### config.mk
export PLATFORM = sky130hd
export DESIGN_NAME = pps_ts_framer
export DESIGN_NICKNAME = d
export VERILOG_FILES = /design/src/rtl/pps_ts_framer.sv
export SDC_FILE = /design/constraint.sdc
export NUM_CORES = 1
export LEC_CHECK = 0
export CAP_MARGIN = 20
export CELL_PAD_IN_SITES_DETAIL_PLACEMENT = 1
export CELL_PAD_IN_SITES_GLOBAL_PLACEMENT = 1
export CORE_UTILIZATION = 39
export CTS_CLUSTER_DIAMETER = 120
export DETAILED_ROUTE_END_ITERATION = 7
export GPL_TIMING_DRIVEN = 0
export PLACE_DENSITY = 0.83
export SYNTH_ARGS = -nofsm -noshare
export SYNTH_HDL_FRONTEND = slang
export SYNTH_SLANG_ARGS = --single-unit
### constraint.sdc
create_clock -name i_clk -period 3.3 [get_ports i_clk]
set_clock_uncertainty 0.2 [all_clocks]
set_input_delay 0.66 -clock i_clk [delete_from_list [all_inputs] [get_ports i_clk]]
set_output_delay 0.66 -clock i_clk [all_outputs]
set_load 0.005 [all_outputs]
### src/rtl/pps_ts_framer.sv
// Frames PPS timestamp packets as TAG, SEQ, TS_BYTES payload (padded/truncated), optional checksum (`PPS_TS_FRAMER_CHK_EN).
// Latency: TAG is presented one cycle after upstream valid is seen in IDLE; single registered output stage.
// Backpressure: output holds data/last until accepted; upstream ready only while taking payload or discarding excess.
module pps_ts_framer #(
    parameter int unsigned TS_BYTES = 4,
    parameter logic [7:0]  TAG      = 8'hA5
) (
    input  logic       i_clk,
    input  logic       i_rst,
    input  logic [7:0] i_s_axis_tdata,
    input  logic       i_s_axis_tkeep,
    input  logic       i_s_axis_tvalid,
    output logic       o_s_axis_tready,
    input  logic       i_s_axis_tlast,
    output logic [7:0] o_m_axis_tdata,
    output logic       o_m_axis_tvalid,
    input  logic       i_m_axis_tready,
    output logic       o_m_axis_tlast,
    output logic       o_err_short,
    output logic       o_err_long,
    output logic       o_busy
);
    localparam int unsigned    CW       = $clog2(TS_BYTES + 1);
    localparam logic [CW-1:0]  LAST_CNT = CW'(TS_BYTES - 1);

    typedef enum logic [2:0] {
        S_IDLE, S_SEQ, S_PAY, S_PAD, S_DISC, S_CHK, S_DONE
    } state_t;

    state_t        state_q, state_d;
    logic [7:0]    seq_q, seq_d;
    logic [CW-1:0] cnt_q, cnt_d;
    logic          m_vld_q, m_vld_d;
    logic [7:0]    m_dat_q, m_dat_d;
    logic          m_last_q, m_last_d;
    logic          err_short_q, err_short_d;
    logic          err_long_q, err_long_d;
    logic          s_rdy;
    logic          slot_free;
`ifdef PPS_TS_FRAMER_CHK_EN
    logic [7:0]    sum_q, sum_d;
`endif

    assign slot_free = !m_vld_q || i_m_axis_tready;

    always_comb begin
        state_d     = state_q;
        seq_d       = seq_q;
        cnt_d       = cnt_q;
        m_vld_d     = m_vld_q && !i_m_axis_tready;
        m_dat_d     = m_dat_q;
        m_last_d    = m_last_q;
        err_short_d = 1'b0;
        err_long_d  = 1'b0;
        s_rdy       = 1'b0;
`ifdef PPS_TS_FRAMER_CHK_EN
        sum_d       = sum_q;
`endif
        case (state_q)
            S_IDLE: begin
                if (i_s_axis_tvalid && slot_free) begin
                    m_vld_d  = 1'b1;
                    m_dat_d  = TAG;
                    m_last_d = 1'b0;
                    state_d  = S_SEQ;
                end
            end
            S_SEQ: begin
                if (slot_free) begin
                    m_vld_d  = 1'b1;
                    m_dat_d  = seq_q;
                    m_last_d = 1'b0;
                    cnt_d    = '0;
`ifdef PPS_TS_FRAMER_CHK_EN
                    sum_d    = seq_q;
`endif
                    state_d  = S_PAY;
                end
            end
            S_PAY: begin
                s_rdy = slot_free;
                if (i_s_axis_tvalid && slot_free) begin
                    if (i_s_axis_tkeep) begin
                        m_vld_d  = 1'b1;
                        m_dat_d  = i_s_axis_tdata;
                        m_last_d = 1'b0;
                        cnt_d    = cnt_q + CW'(1);
`ifdef PPS_TS_FRAMER_CHK_EN
                        sum_d    = sum_q + i_s_axis_tdata;
`endif
                        if (cnt_q == LAST_CNT) begin
`ifdef PPS_TS_FRAMER_CHK_EN
                            state_d  = i_s_axis_tlast ? S_CHK : S_DISC;
`else
                            m_last_d = 1'b1;
                            state_d  = i_s_axis_tlast ? S_DONE : S_DISC;
`endif
                            err_long_d = !i_s_axis_tlast;
                        end else if (i_s_axis_tlast) begin
                            err_short_d = 1'b1;
                            state_d     = S_PAD;
                        end
                    end else if (i_s_axis_tlast) begin
                        err_short_d = 1'b1;
                        state_d     = S_PAD;
                    end
                end
            end
            S_PAD: begin
                if (slot_free) begin
                    m_vld_d  = 1'b1;
                    m_dat_d  = 8'h00;
                    m_last_d = 1'b0;
                    cnt_d    = cnt_q + CW'(1);
                    if (cnt_q == LAST_CNT) begin
`ifdef PPS_TS_FRAMER_CHK_EN
                        state_d  = S_CHK;
`else
                        m_last_d = 1'b1;
                        state_d  = S_DONE;
`endif
                    end
                end
            end
            S_DISC: begin
                // Excess beats are swallowed; the frame tail is emitted only after the packet ends.
                s_rdy = 1'b1;
                if (i_s_axis_tvalid && i_s_axis_tlast) begin
`ifdef PPS_TS_FRAMER_CHK_EN
                    state_d = S_CHK;
`else
                    state_d = S_DONE;
`endif
                end
            end
`ifdef PPS_TS_FRAMER_CHK_EN
            S_CHK: begin
                if (slot_free) begin
                    m_vld_d  = 1'b1;
                    m_dat_d  = sum_q;
                    m_last_d = 1'b1;
                    state_d  = S_DONE;
                end
            end
`endif
            S_DONE: begin
                // Last byte may already have drained while discarding, so an empty slot also completes.
                if (slot_free) begin
                    seq_d   = seq_q + 8'd1;
                    state_d = S_IDLE;
                end
            end
            default: state_d = S_IDLE;
        endcase
    end

    always_ff @(posedge i_clk) begin
        if (i_rst) begin
            state_q     <= S_IDLE;
            seq_q       <= 8'h00;
            cnt_q       <= '0;
            m_vld_q     <= 1'b0;
            m_dat_q     <= 8'h00;
            m_last_q    <= 1'b0;
            err_short_q <= 1'b0;
            err_long_q  <= 1'b0;
`ifdef PPS_TS_FRAMER_CHK_EN
            sum_q       <= 8'h00;
`endif
        end else begin
            state_q     <= state_d;
            seq_q       <= seq_d;
            cnt_q       <= cnt_d;
            m_vld_q     <= m_vld_d;
            m_dat_q     <= m_dat_d;
            m_last_q    <= m_last_d;
            err_short_q <= err_short_d;
            err_long_q  <= err_long_d;
`ifdef PPS_TS_FRAMER_CHK_EN
            sum_q       <= sum_d;
`endif
        end
    end

    assign o_s_axis_tready = s_rdy;
    assign o_m_axis_tdata  = m_dat_q;
    assign o_m_axis_tvalid = m_vld_q;
    assign o_m_axis_tlast  = m_last_q;
    assign o_err_short     = err_short_q;
    assign o_err_long      = err_long_q;
    assign o_busy          = (state_q != S_IDLE) || m_vld_q;
endmodule

==> qor.yml, run 1 <==
status:
  status: "complete, no violations"
drt:
  drc_errors: 0
  wirelength_um: 3700
  ant_nets: 0
  routed_via_density: 5.62
  dr.first_iter.drc_count: 32
  wl_per_cell_um: 15.9
  dr.pass1.iters: 4
  vias: 1310
clock_network:
  cts_max_level: 1
  cts_made_buffers: 3
  clk_latency_ps: 330
  post-cts-setup-buffers: 0
  tritoncts: "done"
  hold_buffers: 0
  root_buffer: "clkbuf_4"
  clkTransAtPathRegs_ps: 150
  ctsResizeCount: 0
  clockBufferDepth: 2
  cts_sinks: 26
synthesis:
  seq_area_frac_synth_pct: 39.2
  syn_avg_cell_area_um2: 8.36
  synth_top_cell_area_share_pct: 39.2
  syn_nets: 176
  synthFlopType: "dfxtp_1"
  synth_edf_count: 0
  synth_area_leaders: "dfxtp_1 39%, a21oi_1 7.2%, or4_1 5.1%, nor2_1 4.5%, o21ai_0 3.4%"
  syn_area_mm2: 0.00133
  synth-seq-cells: 26
  yosys_warnings: 0
  synth_commonest_cells: "26 x dfxtp_1, 19 x a21oi_1, 16 x nor2_1"
  async_reset_ff_share_pct: 0
  ys_types: 41
  synth_most_common_cell: "dfxtp_1"
  synthCells: 159
  yosysTopAreaCell: "dfxtp_1"
sta:
  slew_violations: 0
  timing.hold.ws_ps: 295
  fmax_mhz: 346
  rsz0062_at_grt: "false"
  hold_violations: 0
  timing.slew.headroom_pct: 71.7
  period_share_pct: 87.7
  finalSetupTns_ps: 0
  fin_crit_ps: 2890
  worst_pin_slew_ps: 424
  setup_viol: 0
worst_setup_path:
  crit_arrival_ps: 2030
  r2r_end: "o_m_axis_tdata[2]"
  cp_slowest_cell: "clkdlybuf4s50_1"
  crit_chain: "clkdlybuf4s50_1 -> nor2b_1 -> nor3_1 -> a21oi_1 -> nor2_1 -> clkdlybuf4s50_1"
  reg2reg_from: "state_q[1]"
  max_stage_delay_ps: 430
  start_kind: "input port"
  crit_path_end_kind: "output port"
  path_common_cell: "clkdlybuf4s50_1"
  crit_fanout: 4
  r2r_cells: 5
  cp.required_ps: 2440
  reg2reg_slack_ps: 1550
  crit_buf_inv: 2
  critical_path_class: "in2out"
  cp_top_family: "buffers and inverters"
final_layout:
  final_nets: 207
  final_area_mm2: 0.00170
  final_util_pct: 53.8
  nFillCells: 397
  final_cells: 233
  diodes: 0
  drive_gt1_share_pct: 8.47
  area_delta_synth_final_pct: 27.7
pwr:
  p_sw_share_pct: 25.5
  seq_power_share_pct: 48.8
  p_per_area_mw_per_mm2: 405
  combPwrFrac_pct: 18.5
  clkPwrFrac_pct: 32.7
  internal_power_mw: 0.512
  netSwitchingPower_mw: 0.175
  ir_drop_mv: 0.153
  leakagePower_nw: 0.625
global_route:
  grt.total_usage_pct: 22.5
  grt_pass1_vias: 1307
  grt_max_degree: 16
  antenna_found_initial: 0
  grt_pass1_wl_um: 6140
  grt_overflow_total: 0
die:
  rows: 20
  die_h_um: 60.4
  core-area_mm2: 0.00315
  initial_core_util_pct: 42.1
  die-area_mm2: 0.00364
  pin_count: 28
  fp.dieW_um: 60.4
job:
  max_cap_violations: 0
worst_hold_path:
  hold_depth: 2
  hold_class: "reg2reg"
  worstHoldStart: "o_m_axis_tdata[3]"
  whs_endpoint: "o_m_axis_tdata[3]"
placement:
  dp.cells: 229
  place_congestion: 0.825
  dp_hpwl_um: 2780
  place_area_mm2: 0.00164
  portBuffers: 26
-- logic make-up (layout without fill, tap and decap cells) --
| group | Yosys count | count (layout) | synth area share (%) |
|---|---|---|---|
| compound gates | 45 | 45 | 19.5 |
| mux | 3 | 3 | 2.26 |
| flops | 26 | 26 | 39.2 |
| simple gates | 63 | 63 | 27.6 |
| buf+inv | 14 | 44 | 5.37 |
| xor+xnor | 5 | 5 | 3.30 |
| fa+ha+maj | 3 | 3 | 2.83 |
-- per-stage QoR --
step / power, mW / worst slack, ps
2_1_floorplan: 0.408 / 1350
3_3_place_gp: 0.462 / 438
3_5_place_dp: 0.468 / 407
4_1_cts: 0.688 / 405
5_1_grt: 0.717 / 224
6_report: 0.687 / 407
-- layout make-up --
cell class                 instances  area [um^2]  share of cell area, %
inverter                           4         16.3                  0.959
clock buffer                       3         22.5                   1.33
tap                               44         55.1                   3.24
sequential                        26          520                   30.7
clock inverter                     1         30.0                   1.77
multi-input combinational        119          737                   43.4
timing repair buffer              26          260                   15.3
buffer                            10         55.1                   3.24
-- routing by layer --
metal | GRT usage, % | part of all wire, %
met1 | 28.7 | 46
met2 | 39.9 | 52
met3 | 2.56 | 2.0
met4 | 5.98 | 0.24
met5 | 0 | 0
-- power by group through the flow --
stage / sequential [mW] / clock [mW] / combinational, mW
4_1_cts: 0.335 / 0.226 / 0.127
2_1_floorplan: 0.340 / 0 / 0.0675
5_1_grt: 0.337 / 0.239 / 0.140
6_report: 0.335 / 0.225 / 0.127
3_5_place_dp: 0.342 / 0 / 0.126
3_3_place_gp: 0.341 / 0 / 0.122
-- registers in the layout, summed over array words and instances, names as in the netlist --
name and count:
o_m_axis_tdata 8, seq_q 8, cnt_q 3, state_q 3
o_err_long 1, o_err_short 1, o_m_axis_tlast 1, o_m_axis_tvalid 1
-- cell usage in the layout (no fill, tap or decap), drive strengths merged, types with 5 or more instances in the layout --
master	instances
a21oi	20
buf	8
clkbuf	5
clkdlybuf4s50	26
dfxtp	26
nand2	5
nand2b	5
nor2	16
nor3	8
o21ai	14
or4	9
xor2	5
-- worst max path at each step --
stage	from	to	cells after the start
floorplan	i_m_axis_tready	o_s_axis_tready	4
global placement	i_m_axis_tready	o_s_axis_tready	6
detailed placement	i_m_axis_tready	o_s_axis_tready	6
CTS	i_m_axis_tready	o_s_axis_tready	6
global route	i_m_axis_tready	o_s_axis_tready	6
finish	i_m_axis_tready	o_s_axis_tready	6
-- worst register-to-register path, delay by kind of cell, from the launching register on --
kind / cells / cell delay, ps
AOI/OAI and AO/OA: 3 / 590
buffers and inverters: 1 / 280
DFF: 1 / 500
and+or+nand+nor: 1 / 120
No activity file was read; power rests on OpenSTA's default activity.
==> run 2: changes to the inputs <==
CTS_CLUSTER_DIAMETER = 150   (was 120)
==> results of run 2 <==
No change in the layout: final DEF, timing and power equal those of run 1.
